## config.mk

```make
export PLATFORM = sky130hd
export DESIGN_NAME = rsa_result_fifo
export DESIGN_NICKNAME = d
export VERILOG_FILES = /design/src/rtl/rsa_result_fifo.sv
export SDC_FILE = /design/constraint.sdc
export NUM_CORES = 1
export LEC_CHECK = 0
export BUFFER_PORTS_ARGS = -buffer_cell sky130_fd_sc_hd__buf_4
export CAP_MARGIN = 20
export CORE_ASPECT_RATIO = 0.7
export CORE_MARGIN = 1
export CORE_UTILIZATION = 30
export DETAILED_ROUTE_END_ITERATION = 6
export GPL_TIMING_DRIVEN = 0
export SLEW_MARGIN = 5
export SYNTH_ARGS = -nofsm -noshare
export SYNTH_HDL_FRONTEND = slang
export SYNTH_SLANG_ARGS = --single-unit
export TNS_END_PERCENT = 10
```

## constraint.sdc

```tcl
create_clock -name clk -period 2.5 [get_ports clk]
set_clock_uncertainty 0.1 [all_clocks]
set_input_delay 0.25 -clock clk [delete_from_list [all_inputs] [get_ports clk]]
set_output_delay 0.25 -clock clk [all_outputs]
set_load 0.01 [all_outputs]
```

## src/rtl/rsa_result_fifo.sv

```systemverilog
// rsa_result_fifo: captures one RSA result per eoc rising edge into a FIFO drained by pop
module rsa_result_fifo #(
  parameter int WIDTH = 8,
  parameter int DEPTH = 4,
  localparam int CNT_W = $clog2(DEPTH + 1),
  localparam int AW = $clog2(DEPTH)
) (
  input  logic             clk,
  input  logic             rst,
  input  logic             ena,
  input  logic             eoc,
  input  logic [WIDTH-1:0] rsa_c,
  input  logic             pop,
  input  logic             flush,
  input  logic             clr_flags,
  input  logic             irq_en,
  output logic [WIDTH-1:0] rd_data,
  output logic [CNT_W-1:0] count,
  output logic             empty,
  output logic             full,
  output logic             overflow,
  output logic             underflow,
  output logic             irq
);
  logic [WIDTH-1:0] mem [DEPTH];
  logic [AW-1:0] wr_ptr, rd_ptr;
  logic eoc_q, push, do_pop, acc, ov_set, uf_set;
  always_comb begin
    empty = count == '0;
    full = count == CNT_W'(DEPTH);
    irq = irq_en & ~empty;
    rd_data = empty ? '0 : mem[rd_ptr];
    push = ena & eoc & ~eoc_q;
    do_pop = ena & pop & ~empty & ~flush;
    acc = push & ~flush & (~full | do_pop);
    ov_set = push & ~flush & full & ~do_pop;
    uf_set = ena & pop & empty & ~flush;
  end
  always_ff @(posedge clk)
    if (acc) mem[wr_ptr] <= rsa_c;
  always_ff @(posedge clk) begin
    if (rst) begin
      wr_ptr <= '0;
      rd_ptr <= '0;
      count <= '0;
      eoc_q <= 1'b0;
      overflow <= 1'b0;
      underflow <= 1'b0;
    end else if (ena) begin
      eoc_q <= eoc;
      if (flush) begin
        wr_ptr <= '0;
        rd_ptr <= '0;
        count <= '0;
      end else begin
        wr_ptr <= wr_ptr + AW'(acc);
        rd_ptr <= rd_ptr + AW'(do_pop);
        count <= count + CNT_W'(acc) - CNT_W'(do_pop);
        overflow <= ov_set | (overflow & ~clr_flags);
        underflow <= uf_set | (underflow & ~clr_flags);
      end
    end
  end
endmodule

```

Yosys cells after proc, flatten, opt, wreduce, memory -nomap -nowiden. Memory sizes are Yosys's and may differ from the RTL's. A register that Yosys moved wholly into a read port is not among the register bits. Index checks and enable logic that the tools add are counted.

RAM bits: 32. Memories: 1. Register bits: 10.

Memory list: mem (words 4, bits a word 8, read ports 1, clocked after Yosys merged registers in 1, write ports 1, line 25) `logic [WIDTH-1:0] mem [DEPTH];`.

Reduce and logical (&&, ||, !) cells: 2. Equality and inequality tests: 1. $add $sub $neg: 4. Bitwise gates (word level): 23. Mux-type cells: 8.

Operators by type and width (number): $and 1x1->1 (14); $mux 2 (4); $mux 8 (1); $not 1->1 (6); $add 2x1->2 (2); $add 3x1->3 (1); $eq 3x3->1 const B (1); $logic_not 3->1 (1); $mux 3 (1); $or 1x1->1 (3); $sub 3x1->3 (1); $mux 1 (2); $reduce_and 2->1 (1).

Longest topological paths before layout.
Depth in word-level cells: 9. Gate-level depth with buffers: 11. Mapped depth without buffers: 9.

Worst setup path before layout. OpenSTA, ideal clock, no wires.

Path kind: register to register. Start point: register count[1]. End point: register count[2]. Setup time: 75 ps. Period minus slack after synthesis: 2351 ps. Data arrival time: 2177 ps. Stages on the path, launching flop included: 10. Path slack: 149 ps. Path buffers: 0. Path through: dfxtp_1 nor3_1 and3b_1 mux2i_1 ha_1 inv_1 fa_1 xnor2_1 or3b_1 a31oi_1.

Cells in the longest elaborated chain, start to end: 9.

Ends and longest elaborated chain: start, declared (line 18) `output logic [CNT_W-1:0] count,`; start signal, assigned (line 58) `count <= count + CNT_W'(acc) - CNT_W'(do_pop);`; $logic_not 3->1 (line 29) `empty = count == '0;`; $not 1->1 (line 34) `do_pop = ena & pop & ~empty & ~flush;`; $and 1x1->1 (2 in a row) (line 34); $or 1x1->1 (line 35) `acc = push & ~flush & (~full | do_pop);`; $and 1x1->1 (line 35); $add 3x1->3 (line 58); $sub 3x1->3 (*) (line 58); $mux 3 (*) (line 51) `if (flush) begin`.

Mark *: on every way between the ends. The rest lies on a longest branch, timed or not. A chain may end at the register's enable or synchronous reset.

Worst setup path in the final report.
Start point: register count[2]. End point: register count[2].

Same word-level chain as after synthesis.

==> qor.yml <==
status: "finished, final reports clean"
grt_usage: 0.124
drt_first_pass_iters: 4
cts_sinks: 44
post-route-util: 0.399
cp_slowest_cell: "fa_1"
finalSetupTns_ps: 0
io_buffers: 30
rsz0062_at_grt: "true"
diodes: 0
synth-async-reset-ratio: 0
hold_viol_final: 0
finalWirelength_um: 3630
clk_pin_slew_ps: 80
dp_hpwl_um: 2570
ant_nets: 0
core-area_um2: 5810
rrSetupSlack_ps: 20
grt_max_degree: 15
die_h_um: 67.4
startpoint_type: "flop"
p_leak_nw: 0.860
tightest_slew_ps: 613
synthTopCellsByArea: "edfxtp_1 52%, dfxtp_1 13%, mux4_2 9.8%, nor2b_1 3.4%, ha_1 2.0%"
yosys_warnings: 0
vias: 1123
powerDensity_nw_per_um2: 601
rr_worst_depth: 9
synth_top_area_frac: 0.525
cp_max_fo: 7
ys.flop_type: "edfxtp_1"
synthCells: 118
setup_viol: 0
cap_violations: 0
routed_via_density: 4.74
required_ps: 2620
min_from: "rsa_c[1]"
fp.dieW_um: 95.4
min_to: "mem[0][1]"
synth-seq-cells: 44
netlist_area_um2: 1830
relSlewSlack: 0.590
grt_pass1_wl_um: 5690
antenna_found_initial: 0
worstSetupPathType: "flop to flop"
cp-end-kind: "flop"
synth-edff-count: 32
synth-seq-area-share: 0.656
drtIter0Drc: 38
critPathMaxStageDelay_ps: 390
fin_crit_ps: 2480
dpl_worst_slack_ps: -181
cts-buffers-inserted: 5
gp_congestion: 0.748
hold_path.class: "input pin to flop"
htree_levels: 2
cts_tree: "yes"
areaGrowthSynthToFinish_pct: 26.6
fmax_ghz: 0.404
grt_overflow_total: 0
dp_cells: 226
drive_above_1_share: 0.370
drc_errors: 0
min_period_over_period: 0.991
hold_depth: 1
crit_buf_inv: 1
path_cells: "nor3_4, and3b_2, mux2i_1, ha_1, inv_1, fa_1, xnor2_1, or3b_1, a31oi_1"
cp_top_family: "simple AND/OR/NAND/NOR gates"
yosysTopAreaCell: "edfxtp_1"
r2r-end: "count[2]"
grt_pass1_vias: 1167
synth_area_per_cell_um2: 15.5
initial_core_util: 0.315
io_pins: 32
die_area_um2: 6430
drv_slew: 0
clockBufferDepth: 2
clkLatencyLatePin_ps: 300
peakVddDrop_uv: 262
routedWlPerCell_um: 15.3
root_buffer: "clkbuf_8"
r2r_start: "count[2]"
yosysUniqueCellTypes: 29
synth_nets: 138
fin_cells: 237
setup_ws_ps: 23.6
power_mw: 1.39
cp.arrival_ps: 2600
std_cell_rows: 23
finalNetCount: 181
[power by group]
part,leakage [nW],internal [mW],total [mW],switching [mW]
logic,0.416,0.0357,0.0676,0.0318
registers,0.388,0.786,0.789,0.00285
clock network,0.0558,0.296,0.536,0.240
total,0.860,1.12,1.39,0.275
[registers in the layout, indices dropped and copies added (netlist names), named ones only]
signal	flops
mem	32
underflow	1
overflow	1
count	3
eoc_q	1
wr_ptr	2
rd_ptr	2
[Yosys cell counts (all sizes together) (2+ instances only)]
library cell	number
a21oi	5
and2b	4
buf	3
clkbuf	3
dfxtp	12
edfxtp	32
ha	3
inv	2
mux2i	3
mux4	8
nand2	2
nand2b	2
nand3b	4
nor2	8
nor2b	10
nor3	2
nor3b	3
o21ai	2
[per-layer routing]
metal,up-vias,part of all wire,global-route usage,wire (um)
li1,528,-,-,-
met1,567,0.45,0.150,1620
met2,22,0.49,0.209,1790
met3,6,0.037,0.0282,135
met4,0,0.022,0.0672,81
met5,-,0,0,0
[timing repair]
item	4_1_cts	5_1_grt
setup buffers	0	3
endpoints found under the setup margin	1	1
pin swaps	1	1
gates resized for setup	5	2
hold buffers	0	0
[cells in the final DEF (no fill, tap or decap), types with 2 or more instances in the layout]
cell type  instances
and2b_1            4
nor2b_1           10
nor3b_1            3
buf_6              2
nand2_1            2
clkbuf_1           3
inv_1              2
o21ai_0            2
buf_2              4
nor2_1             8
nand3b_1           4
dfxtp_1            9
mux4_2             8
clkbuf_8           5
mux2i_1            3
edfxtp_1          32
buf_4             33
ha_1               3
dfxtp_2            2
nand2b_1           2
a21oi_1            5
[area by class of cell]
class | instances | area [um2]
Buffer | 6 | 38.8
Clock buffer | 5 | 68.8
Clock inverter | 3 | 42.5
Fill cell | 549 | 3490
Inverter | 2 | 7.51
Multi-Input combinational cell | 66 | 597
Sequential cell | 44 | 1210
Tap cell | 75 | 93.8
Timing Repair Buffer | 36 | 263
[cells by family after synthesis]
group | count (synthesis) | share of synthesized area
and+or+nand+nor | 40 | 0.137
DFF | 44 | 0.656
adders and majority gates | 4 | 0.0314
buffers and inverters | 8 | 0.0253
muxes | 11 | 0.115
AOI/OAI and AO/OA | 10 | 0.0314
xor gates and xnor gates | 1 | 0.00478
[through the flow]
| stage | instance area (um2) | hold WS (ps) |
|---|---|---|
| 2_1_floorplan | 1830 | 249 |
| 3_3_place_gp | 2150 | 351 |
| 3_5_place_dp | 2170 | 355 |
| 4_1_cts | 2290 | 37.2 |
| 5_1_grt | 2320 | 36.3 |
| 6_report | 2320 | 48.3 |
[worst max-delay path by stage]
stage	startpoint	endpoint	slack [ps]	cells after the start
2_1_floorplan	count[1]	count[2]	150	9
3_3_place_gp	ena	count[2]	-30	12
3_5_place_dp	ena	count[2]	-180	12
4_1_cts	count[1]	count[2]	8	9
5_1_grt	count[2]	count[2]	-70	9
6_report	count[2]	count[2]	20	9
[worst reg2reg max path, stage by stage (launching register included)]
cell and delay [ps]:
dfxtp_4 380, nor3_4 230, and3b_2 260, mux2i_1 170, ha_1 170, inv_1 50
fa_1 390, xnor2_1 160, or3b_1 360, a31oi_1 130
Power figures use the tool's default switching activity.
